<file path="src/rtl/frac_divider.sv">
`default_nettype none
// ============================================================================
// Module      : frac_divider
// Description : Sequential signed fractional divider, Q1.(DATA_WIDTH-1).
//               result = sat(trunc((A * 2^(W-1)) / B)) by restoring division,
//               with a start/done handshake and divide-by-zero flag.
// Revision    : 1.0 - initial release
// ============================================================================
module frac_divider #(
    parameter int DATA_WIDTH = 8
) (
    input  logic                  clk,
    input  logic                  nreset,
    input  logic                  start,
    input  logic [DATA_WIDTH-1:0] A,
    input  logic [DATA_WIDTH-1:0] B,
    output logic [DATA_WIDTH-1:0] result,
    output logic                  done,
    output logic                  busy,
    output logic                  div_zero
);

    localparam int c_NUM_W = 2*DATA_WIDTH-1;
    localparam int c_CNT_W = $clog2(2*DATA_WIDTH);
    // Steps 0..2W-2 perform division; one extra CALC cycle at 2W-1 hands off to FIX.
    localparam logic [c_CNT_W-1:0]    c_CALC_END = c_CNT_W'(2*DATA_WIDTH-1);
    localparam logic [DATA_WIDTH-1:0] c_MAX_POS  = {1'b0, {(DATA_WIDTH-1){1'b1}}};
    localparam logic [DATA_WIDTH-1:0] c_MIN_NEG  = {1'b1, {(DATA_WIDTH-1){1'b0}}};

    typedef enum logic [1:0] {
        S_IDLE = 2'd0,
        S_CALC = 2'd1,
        S_FIX  = 2'd2,
        S_DONE = 2'd3
    } state_t;

    state_t                  r_state;
    logic [c_CNT_W-1:0]      r_cnt;
    logic [DATA_WIDTH:0]     r_rem;
    logic [c_NUM_W-1:0]      r_num;
    logic [c_NUM_W-1:0]      r_quo;
    logic [DATA_WIDTH-1:0]   r_absb;
    logic                    r_sign;
    logic                    r_aneg;
    logic [DATA_WIDTH-1:0]   r_result;
    logic                    r_done;
    logic                    r_busy;
    logic                    r_div_zero;

    logic [DATA_WIDTH-1:0]   w_abs_a;
    logic [DATA_WIDTH-1:0]   w_abs_b;
    logic [DATA_WIDTH:0]     w_rem_sh;
    logic                    w_ge;
    logic [DATA_WIDTH:0]     w_rem_next;
    logic                    w_zero;
    logic [DATA_WIDTH-1:0]   w_fix_result;

    // Operand magnitudes; -2^(W-1) maps to 2^(W-1) which still fits unsigned.
    always_comb begin
        w_abs_a = A[DATA_WIDTH-1] ? (~A + DATA_WIDTH'(1)) : A;
        w_abs_b = B[DATA_WIDTH-1] ? (~B + DATA_WIDTH'(1)) : B;
    end

    // One restoring step: shift in the next numerator bit, subtract if it fits.
    // A set remainder MSB means the true shifted value exceeds |B| outright;
    // the modular subtraction still yields the correct (smaller) remainder.
    always_comb begin
        w_rem_sh   = {r_rem[DATA_WIDTH-1:0], r_num[c_NUM_W-1]};
        w_ge       = r_rem[DATA_WIDTH] || (w_rem_sh >= {1'b0, r_absb});
        w_rem_next = w_ge ? (w_rem_sh - {1'b0, r_absb}) : w_rem_sh;
    end

    // Sign restoration and saturation of the unsigned quotient.
    always_comb begin
        w_zero       = (r_absb == '0);
        w_fix_result = '0;
        if (w_zero) begin
            w_fix_result = r_aneg ? c_MIN_NEG : c_MAX_POS;
        end else if (!r_sign) begin
            w_fix_result = (r_quo > c_NUM_W'(c_MAX_POS)) ? c_MAX_POS
                                                         : r_quo[DATA_WIDTH-1:0];
        end else begin
            w_fix_result = (r_quo >= c_NUM_W'(c_MIN_NEG)) ? c_MIN_NEG
                                                          : (~r_quo[DATA_WIDTH-1:0] + DATA_WIDTH'(1));
        end
    end

    // Control FSM and datapath registers; outputs are registered.
    always_ff @(posedge clk) begin
        if (!nreset) begin
            r_state    <= S_IDLE;
            r_cnt      <= '0;
            r_rem      <= '0;
            r_num      <= '0;
            r_quo      <= '0;
            r_absb     <= '0;
            r_sign     <= 1'b0;
            r_aneg     <= 1'b0;
            r_result   <= '0;
            r_done     <= 1'b0;
            r_busy     <= 1'b0;
            r_div_zero <= 1'b0;
        end else begin
            r_done <= 1'b0;
            case (r_state)
                S_IDLE, S_DONE: begin
                    if (start) begin
                        r_sign  <= A[DATA_WIDTH-1] ^ B[DATA_WIDTH-1];
                        r_aneg  <= A[DATA_WIDTH-1];
                        r_absb  <= w_abs_b;
                        r_num   <= {w_abs_a, {(DATA_WIDTH-1){1'b0}}};
                        r_rem   <= '0;
                        r_quo   <= '0;
                        r_cnt   <= '0;
                        r_busy  <= 1'b1;
                        r_state <= S_CALC;
                    end else begin
                        r_state <= S_IDLE;
                    end
                end
                S_CALC: begin
                    if (r_cnt == c_CALC_END) begin
                        r_state <= S_FIX;
                    end else begin
                        r_rem <= w_rem_next;
                        r_quo <= {r_quo[c_NUM_W-2:0], w_ge};
                        r_num <= {r_num[c_NUM_W-2:0], 1'b0};
                        r_cnt <= r_cnt + c_CNT_W'(1);
                    end
                end
                S_FIX: begin
                    r_result   <= w_fix_result;
                    r_div_zero <= w_zero;
                    r_busy     <= 1'b0;
                    r_done     <= 1'b1;
                    r_state    <= S_DONE;
                end
                default: r_state <= S_IDLE;
            endcase
        end
    end

    assign result   = r_result;
    assign done     = r_done;
    assign busy     = r_busy;
    assign div_zero = r_div_zero;

endmodule
`default_nettype wire

</file>
<file path="config.mk">
export PLATFORM = sky130hd
export DESIGN_NAME = frac_divider
export DESIGN_NICKNAME = d
export VERILOG_FILES = /design/src/rtl/frac_divider.sv
export SDC_FILE = /design/constraint.sdc
export NUM_CORES = 1
export LEC_CHECK = 0
export CAP_MARGIN = 20
export CORE_MARGIN = 2
export CORE_UTILIZATION = 40
export CTS_CLUSTER_DIAMETER = 30
export DETAILED_ROUTE_END_ITERATION = 12
export PLACE_DENSITY = 0.69
export SYNTH_ARGS = -nofsm -noshare
export SYNTH_HDL_FRONTEND = slang
export SYNTH_SLANG_ARGS = --single-unit
</file>
<file path="constraint.sdc">
create_clock -name clk -period 5.2 [get_ports clk]
set_clock_uncertainty 0.05 [all_clocks]
set_input_delay 0.52 -clock clk [delete_from_list [all_inputs] [get_ports clk]]
set_output_delay 0.52 -clock clk [all_outputs]
set_load 0.02 [all_outputs]
</file>
# Word-level counts from Yosys, hierarchy flattened
# Index checks and enable logic that the tools add are counted.
[totals]
ff_bits = 66
latch_bits = 0
ramBits = 0
rom_bits = 0
input_bits = 19
out_inout_bits = 11
mem_count = 0
[classes]
n_addsub = 5
n_mul = 0
div = 0
magnitude_cmp = 3
eq_ne = 7
n_shift = 0
n_mux = 26
bitwise = 4
reduce_logical = 9
[op_table]
columns = ["op", "n"]
rows = [
  ["$mux W15", 4],
  ["$pmux W15 S2", 2],
  ["$mux W8", 7],
  ["$mux W9", 3],
  ["$add A8 B1 Y8 const B", 3],
  ["$not A8 Y8", 3],
  ["$pmux W9 S2", 1],
  ["$ge A15 B8 Y1 const B", 1],
  ["$gt A15 B7 Y1 const B", 1],
  ["$ge A9 B8 Y1", 1],
  ["$sub A9 B8 Y9", 1],
  ["$logic_not A8 Y1", 1],
  ["$mux W4", 2],
  ["$pmux W4 S2", 1],
  ["$ne A2 B2 Y1 const B", 3],
  ["$pmux W2 S3", 1],
  ["$add A4 B1 Y4 const B", 1],
  ["$eq A2 B2 Y1 const B", 2],
  ["$eq A4 B4 Y1 const B", 1],
  ["$reduce_and A2 Y1", 2],
  ["$reduce_bool A2 Y1", 2],
  ["$mux W1", 3],
  ["$reduce_and A3 Y1", 1],
  ["$eq A2 B1 Y1 const B", 1],
  ["6 further kinds", 6],
]

# Longest topological paths before layout
[depth]
word_depth = 5
mapped_depth = 9

# Worst setup path after synthesis
# OpenSTA, ideal clock, no wires.
[synth_path]
path_type = "register to register"
startpoint = "reg r_absb[6]"
endpoint = "reg r_rem[0]"
arrival_ps = 1810
required_ps = 5033
slack_ps = 3222
path_stages_with_launch = 8
synth_period_minus_slack_ps = 1978
path_cell_list = "dfxtp_1 inv_1 ha_1 buf_6 a21o_1 o311a_1 or3_1 a32o_1"
[synth_via]
elab_chain_cells = 5
[synth_rtl]
columns = ["item", "line", "source"]
rows = [
  ["start, declared", "42", "logic [DATA_WIDTH-1:0] r_absb;"],
  ["start signal, assigned", "110", "r_absb <= w_abs_b;"],
  ["$ge A9 B8 Y1", "69", "w_ge = r_rem[DATA_WIDTH] || (w_rem_sh >= {1'b0, r_absb});"],
  ["$logic_or A1 B1 Y1", "69", ""],
  ["$mux W9", "70", "w_rem_next = w_ge ? (w_rem_sh - {1'b0, r_absb}) : w_rem_sh;"],
  ["$mux W9", "122", "if (r_cnt == c_CALC_END) begin"],
  ["$pmux W9 S2", "105", "case (r_state)"],
  ["end signal, assigned", "125", "r_rem <= w_rem_next;"],
  ["end, declared", "39", "logic [DATA_WIDTH:0] r_rem;"],
]
# No other way between the ends. The select of a mux whose other input is x is not followed.
# A chain may end at the register's enable or synchronous reset.

# Worst setup path in the final report
[layout_path]
startpoint = "reg r_state[1]"
endpoint = "reg r_rem[5]"
[layout_via]
elab_chain_cells = 4
elab_cells_between_ends = 9
classes_between = "4 x eq/ne; 1 x mux; 4 x reduce/logical"
[layout_rtl]
columns = ["item", "line", "source"]
rows = [
  ["start, declared", "37", "state_t r_state;"],
  ["start signal, assigned", "91", "r_state <= S_IDLE;"],
  ["start signal, assigned", "116", "r_state <= S_CALC;"],
  ["start signal, assigned", "118", "r_state <= S_IDLE;"],
  ["$eq A2 B2 Y1 / $logic_not A2 Y1 (equally long branches)", "105", ""],
  ["$reduce_or A2 Y1", "105", ""],
  ["$ne A2 B2 Y1 (no line) / $reduce_bool A2 Y1 (equally long branches)", "-", ""],
  ["$reduce_and A3 Y1 (no line)", "-", ""],
]
# Parallel ways exist; a longest one is shown, timed or not.

==> results.toml <==
[power]
switchingPower_mw = 0.875
p_total_mw = 1.97
p_int_mw = 1.09
vdd_drop_max_mv = 0.315
combPwrFrac_pct = 51.6
powerDensity_nw_per_um2 = 494
p_leak_nw = 1.60
switching_share_pct = 44.5
p_seq_share_pct = 31.2
clock_power_share_pct = 17.1

[layout]
syn_to_final_growth_pct = 13.7
final_layout_size_suffix_gt1_share_pct = 5.32
num_antenna_cells = 0
register_area_sq_um = 1180
utilization_pct = 46.4
num-fill-cells = 842
instances_no_fill = 559
nNetsFinal = 483
multi_input_area_sq_um = 2130

[global_route]
grt_usage_pct = 16.8
antenna_found_initial = 0
grt_pass1_wl_microns = 13300
grt_pass1_vias = 2945
grt_max_degree = 55
gr-total-overflow = 0

[clocking]
cts_tree = "built"
numCtsBuffers = 9
h-tree-depth = 3
post_cts_buffers = 0
cts-resized-gates = 0
clk_pin_slew_worst_paths_ps = 70
cts.path.max_buffers = 2
root_buffer = "clkbuf_8"
clk_latency_ps = 340
cts_sinks = 59
cts_hold_buf = 0

[min_path]
min_path_type = "register to register"
min_from = "r_num[10]"
holdPathEnd = "r_num[10]"
whs_path_depth = 2

[timing]
slew_headroom_pct = 40.2
setup_viol = 0
setup_tns_ps = 0
whs_ps = 422
clock.fmax_mhz = 360
min_period_over_period_pct = 53.4
rsz0062_at_grt = "false"
worst_pin_slew_ps = 896
layout_min_cycle_time_ps = 2780
final_max_slew_viol_count = 0
hold_viol = 0

[detailed_routing]
wl_microns = 7740
routedWlPerCell_microns = 13.8
ant_nets = 0
drtPass1Iterations = 4
vias = 3100
via_per_inst = 5.55
drc = 0
drtIter0Drc = 170

[logic_synthesis]
avgSynthCellArea_sq_um = 8.14
synth_fp_nets = 466
synth_fa_ha_area_share_pct = 5.92
synthCells = 431
synth_compound_area_share_pct = 23.3
yosysTopAreaCell = "dfxtp_1"
synth_top_area_share_pct = 33.7
synth_edf_count = 0
muxShareOfSynthArea_pct = 1.14
synthTopCellsByCount = "dfxtp_1, nand2_1, nor2b_1"
yosys_warnings = 0
ys_seq_area_share_pct = 33.7
ys.flop_type = "dfxtp_1"
synth-seq-cells = 59
synth-simple-area-share_pct = 26.1
synth.most_common_cell = "dfxtp_1"
synth_top_family_by_area = "simple AND/OR/NAND/NOR gates"
async_flop_share_pct = 0
synth_area_sq_um = 3510
ys_top_cells_by_area = "dfxtp_1, ha_1, nand2_1"
ys_types = 61
synth_xor_area_share_pct = 4.24

[worst_setup_path]
r2r_slack_ps = 2420
r2r-start = "r_state[1]"
reg2reg_depth = 6
required_ps = 5420
critPathMaxFanout = 31
cp.arrival_ps = 2990
regToRegEndpoint = "r_rem[5]"
endpoint_kind = "register"
start_kind = "register"
crit_type = "register to register"

[placed_design]
gp_routability_congestion = 0.893
hpwl_microns = 5480
dp.cells = 545
numPortBuffers = 29

[die]
dieArea_sq_um = 9540
die_y_microns = 97.7
ios = 30
die_x_microns = 97.7
rows = 34
coreArea_sq_um = 8590
start_util_pct = 40.8

[run]
cap_violations = 0

[outcome]
status = "completed"
==> kinds of logic (layout without fill, tap and decap cells) <==
family / count (synthesis) / after routing
AO/OA/AOI/OAI: 116 / 116
multiplexers: 4 / 4
AND/OR/NAND/NOR: 171 / 171
flip-flops: 59 / 59
adder cells (fa/ha/maj): 16 / 16
buffers and inverters: 48 / 68
XOR/XNOR: 17 / 17
==> through the flow <==
stage          worst slack, ps  area [sq um]
3_3_place_gp              2610          3840
5_1_grt                   2190          3990
4_1_cts                   2470          3990
3_5_place_dp              2480          3840
6_report                  2420          3990
2_1_floorplan             3220          3510
==> cells in the final DEF (no fill, tap or decap), drive strengths merged, types with 3 or more instances in the layout <==
master,n
o211a,10
and2,7
a21oi,20
o21ai,28
xnor2,8
nand4,5
xor2,9
buf,3
o31a,3
mux2i,4
a21boi,8
nor2b,27
clkinv,4
dfxtp,59
clkdlybuf4s50,29
o211ai,13
o31ai,7
or3,5
nand2,47
nor4,5
ha,15
nand3,11
clkbuf,10
a211oi,4
nor2,18
nand2b,13
nor3,10
inv,22
and3,13
==> worst max-delay path by stage <==
stage	cells past startpoint	startpoint	to
final	6	r_state[1]	r_rem[5]
after global routing	6	r_state[1]	r_rem[5]
after CTS	6	r_state[1]	r_rem[5]
after detailed placement	6	r_state[1]	r_rem[5]
after global placement	6	start	r_rem[7]
after floorplan	7	r_absb[6]	r_rem[0]
==> worst max-delay path, cell delays in order (launching register included) <==
cell and delay (ps):
dfxtp_1 330, inv_1 70, ha_1 730, o211a_1 690
and3_1 510, o2111ai_1 190, o211ai_1 130
==> final cells by class <==
type	instances	share of cell area, %
clock inverter	4	0.502
clock buffer	10	3.20
tap	108	3.39
multi-input combinational	324	53.4
inverter	22	2.07
timing repair buffer	32	7.84
sequential	59	29.6
==> registers in the layout, summed over array words and instances (netlist names) <==
register  flops
r_rem         9
r_absb        8
r_cnt         4
done          1
r_sign        1
r_aneg        1
div_zero      1
result        8
r_state       2
r_quo        15
r_num         8
busy          1
==> routing by layer <==
layer	wire (microns)	vias up	GRT usage, %	share of wire (%)
met1	3650	1469	20.9	47
li1	-	1569	-	-
met4	117	0	5.24	1.5
met5	0	-	0	0
met2	3740	46	28.0	48
met3	236	16	4.82	3.1
==> power groups by stage <==
stage          clock network (mW)  registers, mW  logic, mW
2_1_floorplan                   0          0.626      0.769
6_report                    0.338          0.615       1.02
3_3_place_gp                    0          0.622      0.991
3_5_place_dp                    0          0.623       1.01
5_1_grt                     0.368          0.628       1.13
4_1_cts                     0.347          0.615       1.01
Power figures use the tool's default switching activity.
